File: src/rtl/lsu_pkg.sv
// Shared definitions for the load/store unit.
//   - RV32I funct3 encodings for loads and stores
//   - FSM state encoding
//   - helper that sizes the READ-phase down-counter
package lsu_pkg;

  // Load encodings
  localparam logic [2:0] F3_LB  = 3'b000;
  localparam logic [2:0] F3_LH  = 3'b001;
  localparam logic [2:0] F3_LW  = 3'b010;
  localparam logic [2:0] F3_LBU = 3'b100;
  localparam logic [2:0] F3_LHU = 3'b101;

  // Store encodings
  localparam logic [2:0] F3_SB  = 3'b000;
  localparam logic [2:0] F3_SH  = 3'b001;
  localparam logic [2:0] F3_SW  = 3'b010;

  typedef enum logic [1:0] {
    ST_IDLE  = 2'd0,
    ST_READ  = 2'd1,
    ST_WRITE = 2'd2,
    ST_RESP  = 2'd3
  } lsu_state_e;

  // The counter must hold the value MEM_LATENCY. It is never narrower than
  // 1 bit, so the zero-latency case still has a legal vector.
  function automatic int cnt_width(input int latency);
    if (latency < 1) return 1;
    return $clog2(latency + 1);
  endfunction

endpackage

File: src/rtl/load_store_align.sv
// Combinational lane logic for the load/store unit.
//   chk_we, chk_funct3, chk_addr -> chk_err : legality/alignment of an incoming request
//   op_funct3, op_addr, rdata    -> load_data : extracted and extended load result
//   op_funct3, op_addr, op_wdata, rdata -> store_word : read word with SB/SH lanes replaced
// Lanes are little-endian. Lane k is rdata[8k+7:8k]. A halfword occupies lanes
// {2*addr[1], 2*addr[1]+1}.
module load_store_align
  import lsu_pkg::*;
#(
  parameter int N = 32
) (
  input  logic          chk_we,
  input  logic [2:0]    chk_funct3,
  input  logic [1:0]    chk_addr,
  output logic          chk_err,
  input  logic [2:0]    op_funct3,
  input  logic [1:0]    op_addr,
  input  logic [15:0]   op_wdata,
  input  logic [N-1:0]  rdata,
  output logic [N-1:0]  load_data,
  output logic [N-1:0]  store_word
);

  logic [7:0]  byte_sel;
  logic [15:0] half_sel;

  // Legality and alignment check for the request being offered.
  always_comb begin
    chk_err = 1'b0;
    if (chk_we) begin
      case (chk_funct3)
        F3_SB:   chk_err = 1'b0;
        F3_SH:   chk_err = chk_addr[0];
        F3_SW:   chk_err = (chk_addr != 2'b00);
        default: chk_err = 1'b1;
      endcase
    end else begin
      case (chk_funct3)
        F3_LB, F3_LBU: chk_err = 1'b0;
        F3_LH, F3_LHU: chk_err = chk_addr[0];
        F3_LW:         chk_err = (chk_addr != 2'b00);
        default:       chk_err = 1'b1;
      endcase
    end
  end

  // Load extraction and extension.
  always_comb begin
    case (op_addr)
      2'd0:    byte_sel = rdata[7:0];
      2'd1:    byte_sel = rdata[15:8];
      2'd2:    byte_sel = rdata[23:16];
      default: byte_sel = rdata[31:24];
    endcase
    half_sel = op_addr[1] ? rdata[31:16] : rdata[15:0];

    case (op_funct3)
      F3_LB:   load_data = {{(N-8){byte_sel[7]}}, byte_sel};
      F3_LBU:  load_data = {{(N-8){1'b0}}, byte_sel};
      F3_LH:   load_data = {{(N-16){half_sel[15]}}, half_sel};
      F3_LHU:  load_data = {{(N-16){1'b0}}, half_sel};
      F3_LW:   load_data = rdata;
      default: load_data = '0;
    endcase
  end

  // Store merge. Only SB and SH go through the read-modify-write path. SW
  // bypasses this word, so any non-SH code is treated as a byte write.
  always_comb begin
    store_word = rdata;
    if (op_funct3 == F3_SH) begin
      if (op_addr[1]) store_word[31:16] = op_wdata;
      else            store_word[15:0]  = op_wdata;
    end else begin
      case (op_addr)
        2'd0:    store_word[7:0]   = op_wdata[7:0];
        2'd1:    store_word[15:8]  = op_wdata[7:0];
        2'd2:    store_word[23:16] = op_wdata[7:0];
        default: store_word[31:24] = op_wdata[7:0];
      endcase
    end
  end

endmodule

File: src/rtl/load_store_unit.sv
// Single-outstanding load/store engine in front of a word-wide memory port
// with no byte enables.
// Ports:
//   clk, rst                  : clock; synchronous active-high reset
//   req_valid/req_ready       : request handshake. A request is accepted on a rising
//                               edge where both are high. req_ready is high only in
//                               IDLE with rst low. req_* are sampled only at accept.
//   req_we, req_funct3, req_addr, req_wdata : request fields
//   resp_valid, resp_rdata, resp_err : one-cycle completion pulse with its data/error
//   mem_we, mem_addr, mem_data_write, mem_data_read : memory_unit port
//   dbg_state                 : current FSM state (lsu_state_e encoding)
// Flow:
//   - Errors go IDLE->RESP.
//   - SW goes IDLE->WRITE->RESP.
//   - Loads go IDLE->READ->RESP.
//   - SB/SH go IDLE->READ->WRITE->RESP.
//   READ holds for MEM_LATENCY+1 cycles.
module load_store_unit
  import lsu_pkg::*;
#(
  parameter int N           = 32,
  parameter int MEM_LATENCY = 1
) (
  input  logic          clk,
  input  logic          rst,
  input  logic          req_valid,
  output logic          req_ready,
  input  logic          req_we,
  input  logic [2:0]    req_funct3,
  input  logic [N-1:0]  req_addr,
  input  logic [N-1:0]  req_wdata,
  output logic          resp_valid,
  output logic [N-1:0]  resp_rdata,
  output logic          resp_err,
  output logic          mem_we,
  output logic [N-1:0]  mem_addr,
  output logic [N-1:0]  mem_data_write,
  input  logic [N-1:0]  mem_data_read,
  output logic [1:0]    dbg_state
);

  localparam int CW = cnt_width(MEM_LATENCY);

  lsu_state_e      state_q, state_d;
  logic [CW-1:0]   cnt_q, cnt_d;
  logic            we_q, we_d;
  logic [2:0]      f3_q, f3_d;
  logic [N-1:0]    addr_q, addr_d;
  logic [15:0]     wdata_q, wdata_d;
  logic [N-1:0]    word_q, word_d;    // word to be written in WRITE
  logic [N-1:0]    rdata_q, rdata_d;  // load result shown in RESP
  logic            err_q, err_d;

  logic            chk_err;
  logic [N-1:0]    load_data;
  logic [N-1:0]    store_word;

  load_store_align #(.N(N)) u_align (
    .chk_we     (req_we),
    .chk_funct3 (req_funct3),
    .chk_addr   (req_addr[1:0]),
    .chk_err    (chk_err),
    .op_funct3  (f3_q),
    .op_addr    (addr_q[1:0]),
    .op_wdata   (wdata_q),
    .rdata      (mem_data_read),
    .load_data  (load_data),
    .store_word (store_word)
  );

  // State and operand registers.
  always_ff @(posedge clk) begin
    if (rst) begin
      state_q <= ST_IDLE;
      cnt_q   <= '0;
      we_q    <= 1'b0;
      f3_q    <= '0;
      addr_q  <= '0;
      wdata_q <= '0;
      word_q  <= '0;
      rdata_q <= '0;
      err_q   <= 1'b0;
    end else begin
      state_q <= state_d;
      cnt_q   <= cnt_d;
      we_q    <= we_d;
      f3_q    <= f3_d;
      addr_q  <= addr_d;
      wdata_q <= wdata_d;
      word_q  <= word_d;
      rdata_q <= rdata_d;
      err_q   <= err_d;
    end
  end

  // Next-state logic.
  always_comb begin
    state_d = state_q;
    cnt_d   = cnt_q;
    we_d    = we_q;
    f3_d    = f3_q;
    addr_d  = addr_q;
    wdata_d = wdata_q;
    word_d  = word_q;
    rdata_d = rdata_q;
    err_d   = err_q;

    case (state_q)
      ST_IDLE: begin
        if (req_valid && req_ready) begin
          we_d    = req_we;
          f3_d    = req_funct3;
          addr_d  = req_addr;
          wdata_d = req_wdata[15:0];
          word_d  = req_wdata;  // final write word for SW; RMW overwrites it
          rdata_d = '0;
          err_d   = chk_err;
          cnt_d   = CW'(MEM_LATENCY);
          if (chk_err)                          state_d = ST_RESP;
          else if (req_we && req_funct3 == F3_SW) state_d = ST_WRITE;
          else                                  state_d = ST_READ;
        end
      end
      ST_READ: begin
        // mem_data_read is valid on the last READ cycle.
        if (cnt_q == '0) begin
          if (we_q) begin
            word_d  = store_word;
            state_d = ST_WRITE;
          end else begin
            rdata_d = load_data;
            state_d = ST_RESP;
          end
        end else begin
          cnt_d = cnt_q - CW'(1);
        end
      end
      ST_WRITE: state_d = ST_RESP;
      ST_RESP:  state_d = ST_IDLE;
      default:  state_d = ST_IDLE;
    endcase
  end

  // Outputs are decoded from the registered state. The memory port idles at zero.
  always_comb begin
    req_ready      = (state_q == ST_IDLE) && !rst;
    resp_valid     = 1'b0;
    resp_err       = 1'b0;
    resp_rdata     = '0;
    mem_we         = 1'b0;
    mem_addr       = '0;
    mem_data_write = '0;
    dbg_state      = state_q;
    case (state_q)
      ST_READ: begin
        mem_addr = {addr_q[N-1:2], 2'b00};
      end
      ST_WRITE: begin
        mem_we         = 1'b1;
        mem_addr       = {addr_q[N-1:2], 2'b00};
        mem_data_write = word_q;
      end
      ST_RESP: begin
        resp_valid = 1'b1;
        resp_err   = err_q;
        resp_rdata = rdata_q;
      end
      default: ;
    endcase
  end

endmodule

File: config.mk
export PLATFORM = sky130hd
export DESIGN_NAME = load_store_unit
export DESIGN_NICKNAME = d
export VERILOG_FILES = /design/src/rtl/lsu_pkg.sv /design/src/rtl/load_store_align.sv /design/src/rtl/load_store_unit.sv
export SDC_FILE = /design/constraint.sdc
export NUM_CORES = 1
export LEC_CHECK = 0
export BUFFER_PORTS_ARGS = -buffer_cell sky130_fd_sc_hd__buf_2
export CORE_MARGIN = 2
export CORE_UTILIZATION = 40
export CTS_CLUSTER_DIAMETER = 50
export CTS_CLUSTER_SIZE = 8
export DETAILED_ROUTE_END_ITERATION = 16
export PLACE_DENSITY = 0.62
export SYNTH_ARGS = -nofsm -noshare
export SYNTH_HDL_FRONTEND = slang
export SYNTH_HIERARCHICAL = 1
export SYNTH_SLANG_ARGS = --single-unit
File: constraint.sdc
create_clock -name clk -period 2.5 [get_ports clk]
set_clock_uncertainty 0.05 [all_clocks]
set_input_delay 0.5 -clock clk [delete_from_list [all_inputs] [get_ports clk]]
set_output_delay 0.5 -clock clk [all_outputs]
set_load 0.01 [all_outputs]
# ---- Word-level counts from Yosys, hierarchy flattened
# Cells that the tools add are included.
dict set report word_totals {
  regBits 120
  inputBits 103
}
dict set report op_classes {
  n_mux 36
  reduce_logical 19
  n_eq_ne 17
  addsub 1
}
# operator count
set ops {}
lappend ops {{$mux 32} 10}
lappend ops {{$pmux 32 s5} 1}
lappend ops {{$pmux 32 s2} 2}
lappend ops {{$mux 16} 3}
lappend ops {{$mux 8} 4}
lappend ops {{$pmux 8 s3} 1}
lappend ops {{$eq 3x3->1 const B} 4}
lappend ops {{$mux 2} 4}
lappend ops {{$ne 2x2->1 const B} 4}
lappend ops {{$pmux 2 s4} 1}
lappend ops {{$reduce_and 4->1} 2}
lappend ops {{$mux 1} 7}
lappend ops {{$eq 2x2->1 const B} 3}
lappend ops {{$eq 3x1->1 const B} 2}
lappend ops {{$eq 3x2->1 const B} 2}
lappend ops {{$logic_not 3->1} 2}
lappend ops {{$pmux 1 s3} 2}
lappend ops {{$reduce_and 2->1} 3}
lappend ops {{$reduce_or 2->1} 3}
lappend ops {{$eq 2x1->1 const B} 2}
lappend ops {{$logic_not 2->1} 2}
lappend ops {{$reduce_bool 2->1} 2}
lappend ops {{$logic_and 1x1->1} 3}
lappend ops {{$reduce_or 3->1} 1}
lappend ops {{3 further kinds} 3}

# ---- Depth between registers and ports, before layout
# Gate-level depths: netlist (run 1).
dict set report logic_depth {
  depth_word 7
  mapped_depth 9
  ltp_nobuf 6
}

# ---- Cells and area by module
# Netlist (run 1), hierarchy kept.
# module area_per_inst_um2 n_inst seq_area_each_um2 cells_each
set modules_own_cells {}
lappend modules_own_cells {load_store_unit 5635.4 1 2402.3 661}
lappend modules_own_cells {load_store_align 1470.2 1 0.0 193}

# ---- Least setup slack after synthesis (run 1)
# Ideal clock, no wire load.
dict set report synth_timing {
  kind {register to register}
  from {reg f3_q[0]}
  to {reg word_q[16]}
  path_stages_with_launch 9
  required_time_ns 2.304
  setup_slack_ns 0.512
  n_path_buf 3
  t_arrival_ns 1.792
  period_less_slack_ns 1.988
  setup_ns 0.146
  cell_sequence {dfxtp_1 buf_6 or3b_1 buf_6 a21o_1 buf_6 mux2_4 mux2i_1 a211oi_2}
}
dict set report synth_via {
  elab_chain_len 5
}
# element line
set synth_lines {}
lappend synth_lines {{start: declaration} load_store_unit.sv:47} ;# logic [2:0] f3_q, f3_d;
lappend synth_lines {{start signal: assignment} load_store_unit.sv:77} ;# f3_q <= '0;
lappend synth_lines {{start signal: assignment} load_store_unit.sv:87} ;# f3_q <= f3_d;
lappend synth_lines {{$eq 3x1->1} load_store_align.sv:71} ;# if (op_funct3 == F3_SH) begin
lappend synth_lines {{$mux 32} load_store_align.sv:71}
lappend synth_lines {{via store_word[16]} load_store_unit.sv:56} ;# logic [N-1:0] store_word;
lappend synth_lines {{$mux 32} load_store_unit.sv:127} ;# if (we_q) begin
lappend synth_lines {{$mux 32} load_store_unit.sv:126} ;# if (cnt_q == '0) begin
lappend synth_lines {{$pmux 32 s2} load_store_unit.sv:108} ;# case (state_q)
lappend synth_lines {{end signal: assignment} load_store_unit.sv:90} ;# word_q <= word_d;
lappend synth_lines {{end: declaration} load_store_unit.sv:50} ;# logic [N-1:0] word_q, word_d;
# The timed path passes the listed nets, and every way through them passes these cells. The select of a mux whose other input is x is not followed.
# A chain may end at the register's enable or synchronous reset.

# ---- Worst setup path after layout (run 1)
dict set report layout_timing {
  from {reg state_q[0] (netlist: dbg_state[0])}
  to {out mem_addr[20]}
}
dict set report layout_via {
  elab_chain_len 3
  elab_cells_between_ends 4
  cone_classes {eq/ne (2); mux (1); reduce/logical (1)}
}
# element line
set layout_lines {}
lappend layout_lines {{start: declaration} load_store_unit.sv:44} ;# lsu_state_e state_q, state_d;
lappend layout_lines {{start signal: assignment} load_store_unit.sv:84} ;# state_q <= state_d;
lappend layout_lines {{$eq 2x2->1 / $eq 2x1->1 (equally long branches)} load_store_unit.sv:154} ;# case (state_q)
lappend layout_lines {{$reduce_or 2->1 (no source line) (*)} n/a}
lappend layout_lines {{$mux 32 (*)} load_store_unit.sv:154}
lappend layout_lines {{end: declaration} load_store_unit.sv:36} ;# output logic [N-1:0] mem_addr,
# Mark *: on every way between the ends. The rest lies on a longest branch, timed or not.

==> results by stage, run 1 <==
Global route:
- The global-route wire length before repair is 32800 µm.
- Entering global routing, the biggest net connects 107 pins.
- Across every metal layer, demand over resource in global routing totals 0.226.
- The number of antenna violations at the first check in global routing is 2.
- The total overflow left after global routing is 0.
- The number of global-route vias before repair came to 6123.

Logic synthesis:
- Summed over all instances, the cell type with the most area after synthesis is dfxtp_1.
- The cell area that synthesis handed to floorplanning was 7110 µm².
- The total number of yosys warnings is 6.
- The share of the yosys chip area belonging to registers is 0.338.
- Sorting the synthesized cells by area gives the leading types as dfxtp_1 (34%), and2_1 (8.5%), mux2i_1 (8.3%).
- The number of synthesized register bits is 120.
- The post-synthesis cell count is 854.
- The number of synthesized flops with an enable pin is 0.
- The fraction of synthesized cell area in xor and xnor cells is 0.
- The share of the synthesized area in the top cell type is 0.338.
- Of the total synthesized cell area, the portion taken by full adders, half adders and majority gates is 0.00880.
- The portion of synthesized area spent on multiplexers is 0.129.
- The fraction of registers with async set/reset is 0.
- The average instance area after synthesis is 8.32 µm².
- The post-synthesis cell type count is 55.
- The most used flip-flop cell after synthesis is dfxtp_1.
- The synthesized-area fraction occupied by and/or/nand/nor cells is 0.248.
- The compound-cell area share of the yosys netlist is 0.216.
- After synthesis, the largest family of logic cells by area is simple AND/OR/NAND/NOR gates.

Finish:
- The area growth from synthesis to layout is 24.3%.
- The count of placed standard cells in the final layout, fillers left out is 1256.
- In the final layout, the share of cells above drive strength 1 is 0.308.
- The utilization after layout is 0.509.
- The number of nets in the final layout is 1125.
- The finished layout cell area is 8830 µm².

Detailed routing:
- After the first detailed-routing iteration, the DRC count stood at 538.
- The DRC violation count after routing is 0.
- After detailed routing, the total wire length is 21300 µm.
- The first-pass iteration count of the detailed router is 5.
- Dividing the detail-routed wire length by the instance count gives 17.0 µm.
- The number of vias in the routed layout is 6553.
- The number of nets still failing antenna checks after routing is 0.
- The via density per instance is 5.22.

Floorplanning:
- The die extent in x is 137 µm.
- The I/O pin count is 205.
- The starting density of the core is 0.409.
- The die area is 18800 µm².
- The floorplan has 48 rows.
- The die height is 137 µm.
- The standard cell core area is 17400 µm².

Pwr:
- In this run the power density over the cells is 1110 nW/µm².
- The maximum vdd ir drop is 822 µV.
- The total power of the final layout is 9.83 mW.
- For this design the static power due to leakage is 3.77 nW.

STA:
- The transition time at the pin with the least slew margin is 911 ps.
- The worst-case hold slack is 216 ps.
- The clock period minus worst slack is 2360 ps.
- The maximum operating frequency is 424 MHz.
- The final cycle utilization of the critical path is 0.943.
- The count of final hold-check violations came to 0.
- In this run the tightest slew margin relative to its limit is 0.392.
- Setup repair after global routing left no endpoint under its margin.
- Setup violations remaining at the end of the flow were counted as 0.
- In the final timing run, aggregate negative setup slack is 0 ps.
- The least setup slack across all paths after layout is 144 ps.
- The max-slew violation total from the final report is 0.

Clock network:
- The clock insertion delay at the later pin of the skew report is 430 ps.
- The TritonCTS buffer count is 17.
- The setup fix buffers added after clock tree synthesis is 0.
- The clock root buffer is clkbuf_16.
- The number of clock sinks is 120.
- The clock tree buffer depth is 2.
- TritonCTS built the clock tree.
- The deepest level of the CTS H-tree is 4.
- After clock tree synthesis, the clock-pin slew on the worst setup and hold paths is 60 ps.

Setup path:
- The worst setup path is launched from a flip-flop.
- The type of element capturing the critical path is an output port.
- The maximum fanout along the worst path is 31.
- The critical path in this run is classified as reg2out.
- Data on the critical path is required at its endpoint by 1950 ps.
- The arrival time at the worst endpoint is 1810 ps.

Placement:
- The post-place setup slack is 238 ps.
- The total of buffers placed on input and output ports is 202.
- The final estimated routing congestion in global placement is 0.834.
- In this run, placement finished with an instance count of 1223.
- The placed standard-cell area is 8200 µm².
- The detailed-placement wirelength estimate is 15000 µm.

Hold path:
- The path class of the tightest hold or removal check is in2reg.

Run:
- The max-cap check violation count is 0.

Status:
- The run finished with clean final reports.
flip-flops by register name (all words and copies together), names as in the netlist:
register and count:
addr_q 32, rdata_q 32, word_q 32, wdata_q 16, f3_q 3, dbg_state 2, cnt_q 1, err_q 1
we_q 1
final cells by class:
class | count | area, µm²
Tap cell | 225 | 282
Clock inverter | 13 | 169
Sequential cell | 120 | 2400
Clock buffer | 19 | 453
Antenna cell | 1 | 2.50
Multi-Input combinational cell | 646 | 4300
Inverter | 12 | 45.0
Fill cell | 1707 | 8530
Timing Repair Buffer | 220 | 1170
cell usage in the layout, fill, tap and decap left out, types with 30 or more instances in the layout:
cell,synthesis,layout
buf_2,18,201
nand3_1,32,32
mux2i_1,59,59
a211oi_2,30,30
and2_1,97,97
dfxtp_1,120,119
a21oi_1,68,68
nand2b_1,59,59
nand2_1,117,117
o21ai_0,70,70
cell usage after synthesis (3+ instances only):
cell	instances
o211ai_1	3
buf_6	7
mux4_2	5
a211oi_2	30
nand3_1	32
a221o_1	3
nand2_1	117
nor2_1	17
mux2_2	8
o21ai_1	3
buf_4	4
buf_2	18
ha_1	5
buf_1	3
clkbuf_1	44
a211o_1	8
o32a_1	3
nand2b_1	59
mux2_4	8
a22o_1	14
inv_1	12
o2bb2ai_1	3
mux2i_1	59
o21ai_0	70
a211oi_1	3
and2_1	97
dfxtp_1	120
a21oi_1	68
path summary, 6_finish.rpt:
path,start,end,slack (ps),cells past startpoint
worst max-delay path,dbg_state[0]$_SDFFE_PP0P_,mem_addr[20],140,5
worst min-delay path,req_addr[6],addr_q[6]$_SDFFE_PP0P_,220,3
worst max register to register,addr_q[1]$_SDFFE_PP0P_,rdata_q[27]$_SDFFE_PP0P_,380,5
worst min register to register,rdata_q[9]$_SDFFE_PP0P_,rdata_q[9]$_SDFFE_PP0P_,400,2
timing repair:
| item | 4_1_cts | 5_1_grt |
|---|---|---|
| hold buffers | 0 | 0 |
| gates resized for setup | 1 | 1 |
| setup endpoints to repair | 33 | 3 |
routing by layer:
metal	routed length [µm]	global-route usage	vias to the layer above	share of wire
li1	-	-	3274	-
met1	9870	0.297	3034	0.46
met2	9560	0.357	217	0.45
met3	1420	0.0559	28	0.066
met4	473	0.0859	0	0.022
met5	0	0	-	0
worst max-delay path, cell delays in order, from the launching register on:
cell and delay, ps:
dfxtp_1 410, inv_1 110, ha_1 290, buf_4 260, and2_1 180, buf_2 130
kinds of logic after synthesis:
| kind of cell | Yosys count |
|---|---|
| AO/OA/AOI/OAI | 221 |
| adder cells (fa/ha/maj) | 5 |
| AND/OR/NAND/NOR | 338 |
| flip-flops | 120 |
| other | 1 |
| buffers and inverters | 89 |
| multiplexers | 80 |
where the power goes:
group          total, mW  internal [mW]  switching [mW]
Sequential          2.79           2.46           0.332
Combinational       4.45           1.73            2.72
Clock               2.59           1.63           0.957
(Power assumes the default switching activity.)
==> run 2: changes to the inputs <==
==> constraint.sdc (replaced) <==
create_clock -name clk -period 2.6 [get_ports clk]
set_clock_uncertainty 0.05 [all_clocks]
set_input_delay 0.52 -clock clk [delete_from_list [all_inputs] [get_ports clk]]
set_output_delay 0.52 -clock clk [all_outputs]
set_load 0.01 [all_outputs]
==> run 2 against run 1 <==
Net effect: core utilization shrank 0.36 points; sequential power shrank 3%; first-iteration DRC count grew 6.3%; sequential cell count is the same; via count grew 1.5%; clock power shrank 12%; clock-buffer cell count grew 1; power shrank 5.6%; hold slack gained 29 ps; non-clock buffer count is the same; global-route usage grew 0.44 points; design area shrank 0.71%; critical path type unchanged; largest cell class unchanged.
==> results by stage, run 2 (synthesis results as in run 1) <==
Global route:
- The pin count of the biggest net entering global routing is 122 (was 107).
- The number of antenna violations at the first check in global routing is 1 (was 2).
- The number of global-route vias before repair is 6220 (was 6123).
- The global-route usage over all layers was 0.230 (was 0.226).
- The total global routing overflow is 0 (unchanged).
- The global-route wire length before repair is 33500 µm (was 32800 µm).

Floorplanning:
- The die height is 137 µm (unchanged).
- The number of cell rows is 48 (unchanged).
- The I/O pin count came to 205 (unchanged).
- The die extent in x is 137 µm (unchanged).
- The starting density of the core came to 0.409 (unchanged).
- The die area is 18800 µm² (unchanged).
- The standard cell core area is 17400 µm² (unchanged).

Setup path:
- The required time at the worst-slack endpoint came to 2030 ps (was 1950 ps).
- The type of element capturing the critical path is an output port (unchanged).
- The type of origin of the critical path was a flip-flop (unchanged).
- The number of cell instances on the worst register-to-register path came to 6 (was 5).
- The critical path class was reg2out (unchanged).
- The maximum fanout along the worst path was 34 (was 31).
- The arrival time at the worst endpoint is 1810 ps (about the same).

Run:
- The max-cap check violation count came to 0 (unchanged).

Finish:
- The share of cells above drive strength 1 is 0.306 (was 0.308).
- The number of nets in the final layout came to 1125 (unchanged).
- The most common cell after layout, fill and taps aside was buf_2 (unchanged).
- The area added between synthesis and finish was 23.4% (was 24.3%).
- Commonest cells after routing, fill and taps aside: buf_2 (201), dfxtp_1 (119), nand2_1 (117) (unchanged).
- The utilization after layout was 0.505 (was 0.509).
- Top Registers: addr_q: 32 flops, rdata_q: 32 flops, word_q: 32 flops (unchanged).
- The antenna diode count is 0 (was 1).

Detailed routing:
- The post-detailed-routing wire length is 21900 µm (was 21300 µm).
- The post-detailed-route wirelength per cell is 17.5 µm (was 17.0 µm).
- The detailed router's first-iteration violation count is 572 (was 538).
- The number of vias in the routed layout is 6651 (was 6553).
- The first-pass iteration count of the detailed router is 5 (unchanged).
- The number of nets still failing antenna checks after routing was 0 (unchanged).
- The via density per instance is 5.30 (was 5.22).
- The DRC violation count after routing was 0 (unchanged).

Placement:
- The total of buffers placed on input and output ports is 202 (unchanged).
- The final estimated routing congestion in global placement was 0.857 (was 0.834).
- The detailed-placement wirelength estimate is 15200 µm (was 15000 µm).

Clock network:
- The clock root buffer is clkbuf_16 (unchanged).
- The number of clock sinks was 120 (unchanged).
- The CTS clock-pin slew for the worst setup and hold paths is 60 ps (about the same).
- The hold-fix buffer count after cts was 0 (unchanged).
- The clock tree buffer depth is 2 (unchanged).
- The clock insertion delay at the later pin of the skew report is 420 ps (was 430 ps).
- The clock tree from TritonCTS is built (unchanged).
- The deepest level of the CTS H-tree is 4 (unchanged).
- The TritonCTS buffer count was 17 (unchanged).

STA:
- The total negative slack for setup checks is 0 ps (unchanged).
- Of the available clock period, the critical path in the final layout requires 0.914.
- The worst-case hold slack was 245 ps (was 216 ps).
- Setup repair after global routing missed its margin: no (unchanged).
- The normalized max-slew margin is 0.362 (was 0.392).
- The max-slew violation total from the final report came to 0 (unchanged).
- The number of failing setup endpoints in the final timing report is 0 (unchanged).
- The count of final hold-check violations is 0 (unchanged).
- The transition time at the pin with the least slew margin is 957 ps (was 911 ps).
- The maximum operating frequency is 421 MHz.
- The clock period could shrink to 2380 ps.

Pwr:
- The portion of total power attributed to the clock network is 0.246 (was 0.263).
- The sequential cell fraction of total power was 0.293 (was 0.284).
- The switching power share of the total is 0.420 (was 0.408).
- The power density over the cells came to 1060 nW/µm² (was 1110 nW/µm²).
- The net switching component of the power was 3.90 mW (was 4.01 mW).
- The leakage power of the design is 3.74 nW (was 3.77 nW).
- The combinational cell fraction of total power is 0.461 (was 0.453).
- The internal power of the cells is 5.38 mW (was 5.81 mW).
- The maximum vdd ir drop is 647 µV (was 822 µV).

Hold path:
- The worst hold-check path type is in2reg (unchanged).
- The hold-critical path depth is 3 (unchanged).

Status:
- Run status: completed (unchanged).
run 2: changes by cell type in the layout (fill, tap and decap cells not counted), sizes merged:
| cell | delta |
|---|---|
| clkinvlp | +3 |
| bufinv | -2 |
| clkinv | -2 |
| clkbuf | +1 |
| diode | -1 |
run 2: final cells by class:
class	count	area [µm²]
Fill cell	1701	8590
Multi-Input combinational cell	646	4300
Sequential cell	120	2400
Timing Repair Buffer	220	1160
Clock buffer	20	457
Tap cell	225	282
Clock inverter	12	118
Inverter	12	45.0
run 2: path summary, 6_finish.rpt:
kind | startpoint | to | slack, ps
worst min register to register | rdata_q[2]$_SDFFE_PP0P_ | rdata_q[2]$_SDFFE_PP0P_ | 400
worst max-delay path | dbg_state[0]$_SDFFE_PP0P_ | mem_data_write[27] | 220
worst min-delay path | req_addr[18] | addr_q[18]$_SDFFE_PP0P_ | 240
worst max register to register | dbg_state[0]$_SDFFE_PP0P_ | rdata_q[23]$_SDFFE_PP0P_ | 340
run 2: per-stage QoR:
step / area, µm² / instances / power, mW / setup WS (ps)
6_report: 8770 / 1255 / 9.28 / 224
5_1_grt: 8770 / 1255 / 9.88 / 61.0
4_1_cts: 8770 / 1255 / 9.33 / 173
3_5_place_dp: 8190 / 1223 / 7.00 / 259
3_3_place_gp: 8190 / 1223 / 6.96 / 387
2_1_floorplan: 7110 / 855 / 5.98 / 612
run 2: metal layers:
metal,GRT usage,vias up,part of all wire
li1,-,3271,-
met1,0.307,3057,0.44
met2,0.363,285,0.46
met3,0.0578,36,0.078
met4,0.0802,2,0.021
met5,0,-,0.00073
run 2: what timing repair did:
action | CTS | global route
endpoints found under the setup margin | 33 | 0
resized for setup | 1 | 0
setup buffers | 0 | 0
run 2: worst max-delay path, stage by stage (launching register included):
cell,delay [ps]
dfxtp_1,350
inv_1,120
ha_2,560
and2_1,210
buf_2,130
run 2: power groups by stage:
stage	clock, mW	sequential (mW)	combinational [mW]
after floorplan	0	2.59	3.39
after global placement	0	2.73	4.23
after detailed placement	0	2.73	4.27
after CTS	2.34	2.70	4.29
after global routing	2.40	2.77	4.71
final	2.28	2.71	4.28
